File: src/rtl/fetch_ctrl.sv
// Instruction fetch controller: next-PC selection, icache miss refill sequencing and
// redirect buffering while a refill line is in flight.
module fetch_ctrl #(
    parameter int unsigned          PC_SIZE    = 32,
    parameter logic [PC_SIZE-1:0]   RESET_PC   = '0,
    parameter int unsigned          LINE_WORDS = 4
) (
    input  logic                          clk,
    input  logic                          rst,
    input  logic                          ic_hit,
    input  logic                          id_stall,
    input  logic                          ex_redirect,
    input  logic [PC_SIZE-1:0]            ex_target,
    input  logic                          id_redirect,
    input  logic [PC_SIZE-1:0]            id_target,
    input  logic                          pd_take,
    input  logic [PC_SIZE-1:0]            pd_target,
    input  logic                          mem_ack,
    input  logic                          mem_valid,
    output logic [PC_SIZE-1:0]            pc,
    output logic                          if_valid,
    output logic                          nop_sel,
    output logic                          mem_req,
    output logic [PC_SIZE-1:0]            mem_addr,
    output logic                          fill_we,
    output logic [$clog2(LINE_WORDS)-1:0] fill_idx
);

    localparam int unsigned IDX_W = $clog2(LINE_WORDS);
    localparam int unsigned OFF_W = IDX_W + 2;

    typedef enum logic [1:0] {StRun, StReq, StFill} state_e;

    state_e             state_q, state_d;
    logic [PC_SIZE-1:0] pc_q, pc_d;
    logic [IDX_W-1:0]   idx_q, idx_d;
    logic               pend_valid_q, pend_valid_d;
    logic               pend_ex_q, pend_ex_d;
    logic [PC_SIZE-1:0] pend_target_q, pend_target_d;

    logic               redir;
    logic [PC_SIZE-1:0] redir_target;

    assign redir        = ex_redirect | id_redirect;
    assign redir_target = ex_redirect ? ex_target : id_target;

    always_comb begin
        state_d       = state_q;
        pc_d          = pc_q;
        idx_d         = idx_q;
        pend_valid_d  = pend_valid_q;
        pend_ex_d     = pend_ex_q;
        pend_target_d = pend_target_q;

        case (state_q)
            StRun: begin
                if (redir) begin
                    pc_d = redir_target;
                end else if (!ic_hit) begin
                    state_d = StReq;
                end else if (!id_stall) begin
                    pc_d = pd_take ? pd_target : pc_q + PC_SIZE'(4);
                end
            end
            StReq: begin
                if (redir) begin
                    pc_d    = redir_target;
                    state_d = StRun;
                end else if (mem_ack) begin
                    state_d = StFill;
                    idx_d   = '0;
                end
            end
            StFill: begin
                // A buffered ex redirect outranks any later id redirect.
                if (ex_redirect) begin
                    pend_valid_d  = 1'b1;
                    pend_ex_d     = 1'b1;
                    pend_target_d = ex_target;
                end else if (id_redirect && !(pend_valid_q && pend_ex_q)) begin
                    pend_valid_d  = 1'b1;
                    pend_ex_d     = 1'b0;
                    pend_target_d = id_target;
                end
                if (mem_valid) begin
                    if (idx_q == IDX_W'(LINE_WORDS - 1)) begin
                        state_d = StRun;
                        idx_d   = '0;
                        if (pend_valid_d) begin
                            pc_d = pend_target_d;
                        end
                        pend_valid_d = 1'b0;
                        pend_ex_d    = 1'b0;
                    end else begin
                        idx_d = idx_q + IDX_W'(1);
                    end
                end
            end
            default: state_d = StRun;
        endcase
    end

    always_ff @(posedge clk or posedge rst) begin
        if (rst) begin
            state_q       <= StRun;
            pc_q          <= RESET_PC;
            idx_q         <= '0;
            pend_valid_q  <= 1'b0;
            pend_ex_q     <= 1'b0;
            pend_target_q <= '0;
        end else begin
            state_q       <= state_d;
            pc_q          <= pc_d;
            idx_q         <= idx_d;
            pend_valid_q  <= pend_valid_d;
            pend_ex_q     <= pend_ex_d;
            pend_target_q <= pend_target_d;
        end
    end

    // Strobes are also gated by rst so they drop the instant reset asserts.
    assign pc       = pc_q;
    assign if_valid = (state_q == StRun) & ic_hit & ~redir & ~rst;
    assign nop_sel  = redir;
    assign mem_req  = (state_q == StReq) & ~rst;
    assign mem_addr = {pc_q[PC_SIZE-1:OFF_W], OFF_W'(0)};
    assign fill_we  = (state_q == StFill) & mem_valid & ~rst;
    assign fill_idx = idx_q;

endmodule

File: config.mk
export PLATFORM = sky130hd
export DESIGN_NAME = fetch_ctrl
export DESIGN_NICKNAME = d
export VERILOG_FILES = /design/src/rtl/fetch_ctrl.sv
export SDC_FILE = /design/constraint.sdc
export NUM_CORES = 1
export LEC_CHECK = 0
export BUFFER_PORTS_ARGS = -buffer_cell sky130_fd_sc_hd__buf_4
export CAP_MARGIN = 5
export CORE_MARGIN = 10
export CORE_UTILIZATION = 53
export DETAILED_ROUTE_END_ITERATION = 16
export PLACE_DENSITY = 0.82
export SYNTH_ARGS = -nofsm -noshare
export SYNTH_HDL_FRONTEND = slang
export SYNTH_SLANG_ARGS = --single-unit
File: constraint.sdc
create_clock -name clk -period 3.15 [get_ports clk]
set_input_delay 0.63 -clock clk [delete_from_list [all_inputs] [get_ports clk]]
set_output_delay 0.63 -clock clk [all_outputs]
set_load 0.02 [all_outputs]
==> impl_metrics.toml <==
[detailed_routing]
wirelength_um = 23200
wl_per_cell_um = 23.4
vias_per_cell = 6.89
num_vias = 6818
drt-initial-drc-count = 1097
firstDrtPassIters = 6
drtAntennaViolNets = 0
drc_errors = 0

[timing]
finalClockSkew_ns = 0.0146
setup_tns_ns = 0
rsz0062_at_grt = "no"
maxSlewViolCount = 0
slew_headroom = 0.369
hold_viol = 0
fmax_mhz = 327
worst_slew_pin_slew_ns = 0.947
timing.final.ws_setup_ns = 0.0943
setup_viol = 0
min_period_ns = 3.06
finalCritPeriodShare = 0.970

[grt]
overflow = 0
grt_max_degree = 71
grt_usage = 0.279
antenna_found_initial = 0
grt_pass1_vias = 6323
grt_pass1_wl_um = 35800

[pwr]
power_density_nw_per_um2 = 1010
power_uw = 7330
peakVddDrop_mv = 0.848
p_leak_uw = 0.00310

[synthesis]
synth_ff_type = "dfrtp_1"
syn_area_per_cell_um2 = 8.09
netlist_instances = 731
yosysSeqAreaShare = 0.296
yosysUniqueCellTypes = 72
synth_edf_count = 0
synth-compound-area-share = 0.363
synth-xor-area-share = 0.00445
mappedNetlistArea_um2 = 5910
synth_mux_area_frac = 0.0593
synth_adder_area_share = 0.0127
ys_async_sr_fraction = 1.00
synth-seq-cells = 70
yosysWarnings = 0
synth_simple_gate_area_frac = 0.161
synth_top_family_by_area = "compound AO/OA/AOI/OAI gates"

[setup_path]
end_kind = "output port"
critPathLaunch = "state_q[1]"
arrival_ns = 2.43
crit_type = "reg -> out"
r2r_cells = 6
regToRegEndpoint = "state_q[0]"
cp_max_fo = 17
crit_end = "mem_req"
rrSetupSlack_ns = 0.55
required_ns = 2.52
worstReg2RegStart = "state_q[1]"
cp-start-kind = "flip-flop"

[finish]
final_util = 0.667
final_area_um2 = 7260
diodes = 0
final_common_cell = "buf_4"
nNetsFinal = 956
layout-drive-gt1-share = 0.282
layout-area-overhead-vs-synth_pct = 22.8
final_cell_mix = "193 x buf_4, 78 x nand2_1, 70 x dfrtp_1, 55 x o21ai_0, 54 x a21oi_1"

[min_path]
hold_class = "in -> reg"

[clocking]
numCtsBuffers = 9
cts_setup_buffers = 0
clk_pin_slew_ns = 0.08
worst_skew_pair.late_latency_ns = 0.38
cts.sinks = 70
cts_buffer_depth = 2
cts_tree = "yes"
cts_resized = 0
hold_buffers = 0
cts-root-buf = "clkbuf_8"
h-tree-depth = 3

[placement]
hpwl_um = 17200
io_buffers = 170
placed_area_um2 = 7060
gp_congestion = 0.939
post-place-ws_ns = 0.311

[floorplanning]
die_x_um = 126
num_rows = 38
die_y_um = 126
io_pins = 175
core_area_um2 = 10900
initial_core_util = 0.543
fp.dieArea_um2 = 15800

[flow_run]
max_cap_violations = 0

[run_status]
status = "finished clean"
-- cells by family after synthesis --
family | Yosys count
AND/OR/NAND/NOR | 196
adder cells (fa/ha/maj) | 6
AO/OA/AOI/OAI | 306
multiplexers | 34
other | 1
flip-flops | 70
XOR/XNOR | 3
buffers and inverters | 115
-- power by group --
group          internal, µW  switching [µW]  total [µW]
Combinational          1880            2750        4630
Sequential             1340             578        1920
Clock                   409             377         786
Total                  3630            3700        7330
-- area by class of cell --
type | instances | area, µm²
timing repair buffer | 194 | 1470
clock inverter | 3 | 42.5
clock buffer | 13 | 159
multi-input combinational | 549 | 3580
sequential | 70 | 1750
tap | 140 | 175
fill | 940 | 3630
inverter | 21 | 82.6
-- how the worst min path moves through the flow --
stage	cells past startpoint	endpoint	startpoint
6_report	2	pend_valid_q	mem_valid
5_1_grt	2	pend_target_q[27]	pend_target_q[27]
4_1_cts	2	pend_valid_q	mem_valid
3_5_place_dp	2	pend_target_q[27]	pend_target_q[27]
3_3_place_gp	2	pend_target_q[12]	pend_target_q[12]
2_1_floorplan	2	pend_target_q[10]	pend_target_q[10]
-- worst max-delay path: stages (launching register included) --
cell and delay (ns):
dfrtp_1 0.42, inv_1 0.09, ha_1 0.65, inv_1 0.51, nor2_1 0.21, buf_4 0.16
-- state kept, by name (all words and copies together) (netlist names) --
register,cells
pend_ex_q,1
state_q,2
pend_valid_q,1
pc,32
pend_target_q,32
fill_idx,2
-- through the flow --
step / instances / hold slack, ns
floorplan: 734 / 0.449
global placement: 974 / 0.463
detailed placement: 974 / 0.472
CTS: 990 / 0.482
global route: 990 / 0.500
finish: 990 / 0.485
-- metal layers --
| metal | track usage | wire length [µm] | up-vias |
|---|---|---|---|
| met5 | 0 | 0 | - |
| met4 | 0.0921 | 541 | 0 |
| met3 | 0.0870 | 2880 | 46 |
| met2 | 0.400 | 10200 | 478 |
| met1 | 0.386 | 9530 | 3299 |
| li1 | - | - | 2995 |
-- cell usage after synthesis (all sizes together), types with 13 or more instances --
cell / number / share of area
a21oi: 54 / 0.046
a221o: 13 / 0.022
a22oi: 22 / 0.028
a31oi: 17 / 0.018
buf: 44 / 0.051
clkbuf: 49 / 0.033
dfrtp: 70 / 0.30
inv: 21 / 0.013
mux2i: 26 / 0.044
nand2: 78 / 0.050
nand2b: 14 / 0.015
nand3: 16 / 0.014
nor2: 37 / 0.023
o211ai: 24 / 0.030
o21ai: 56 / 0.047
Note: power is estimated with default switching activity, not from simulation.
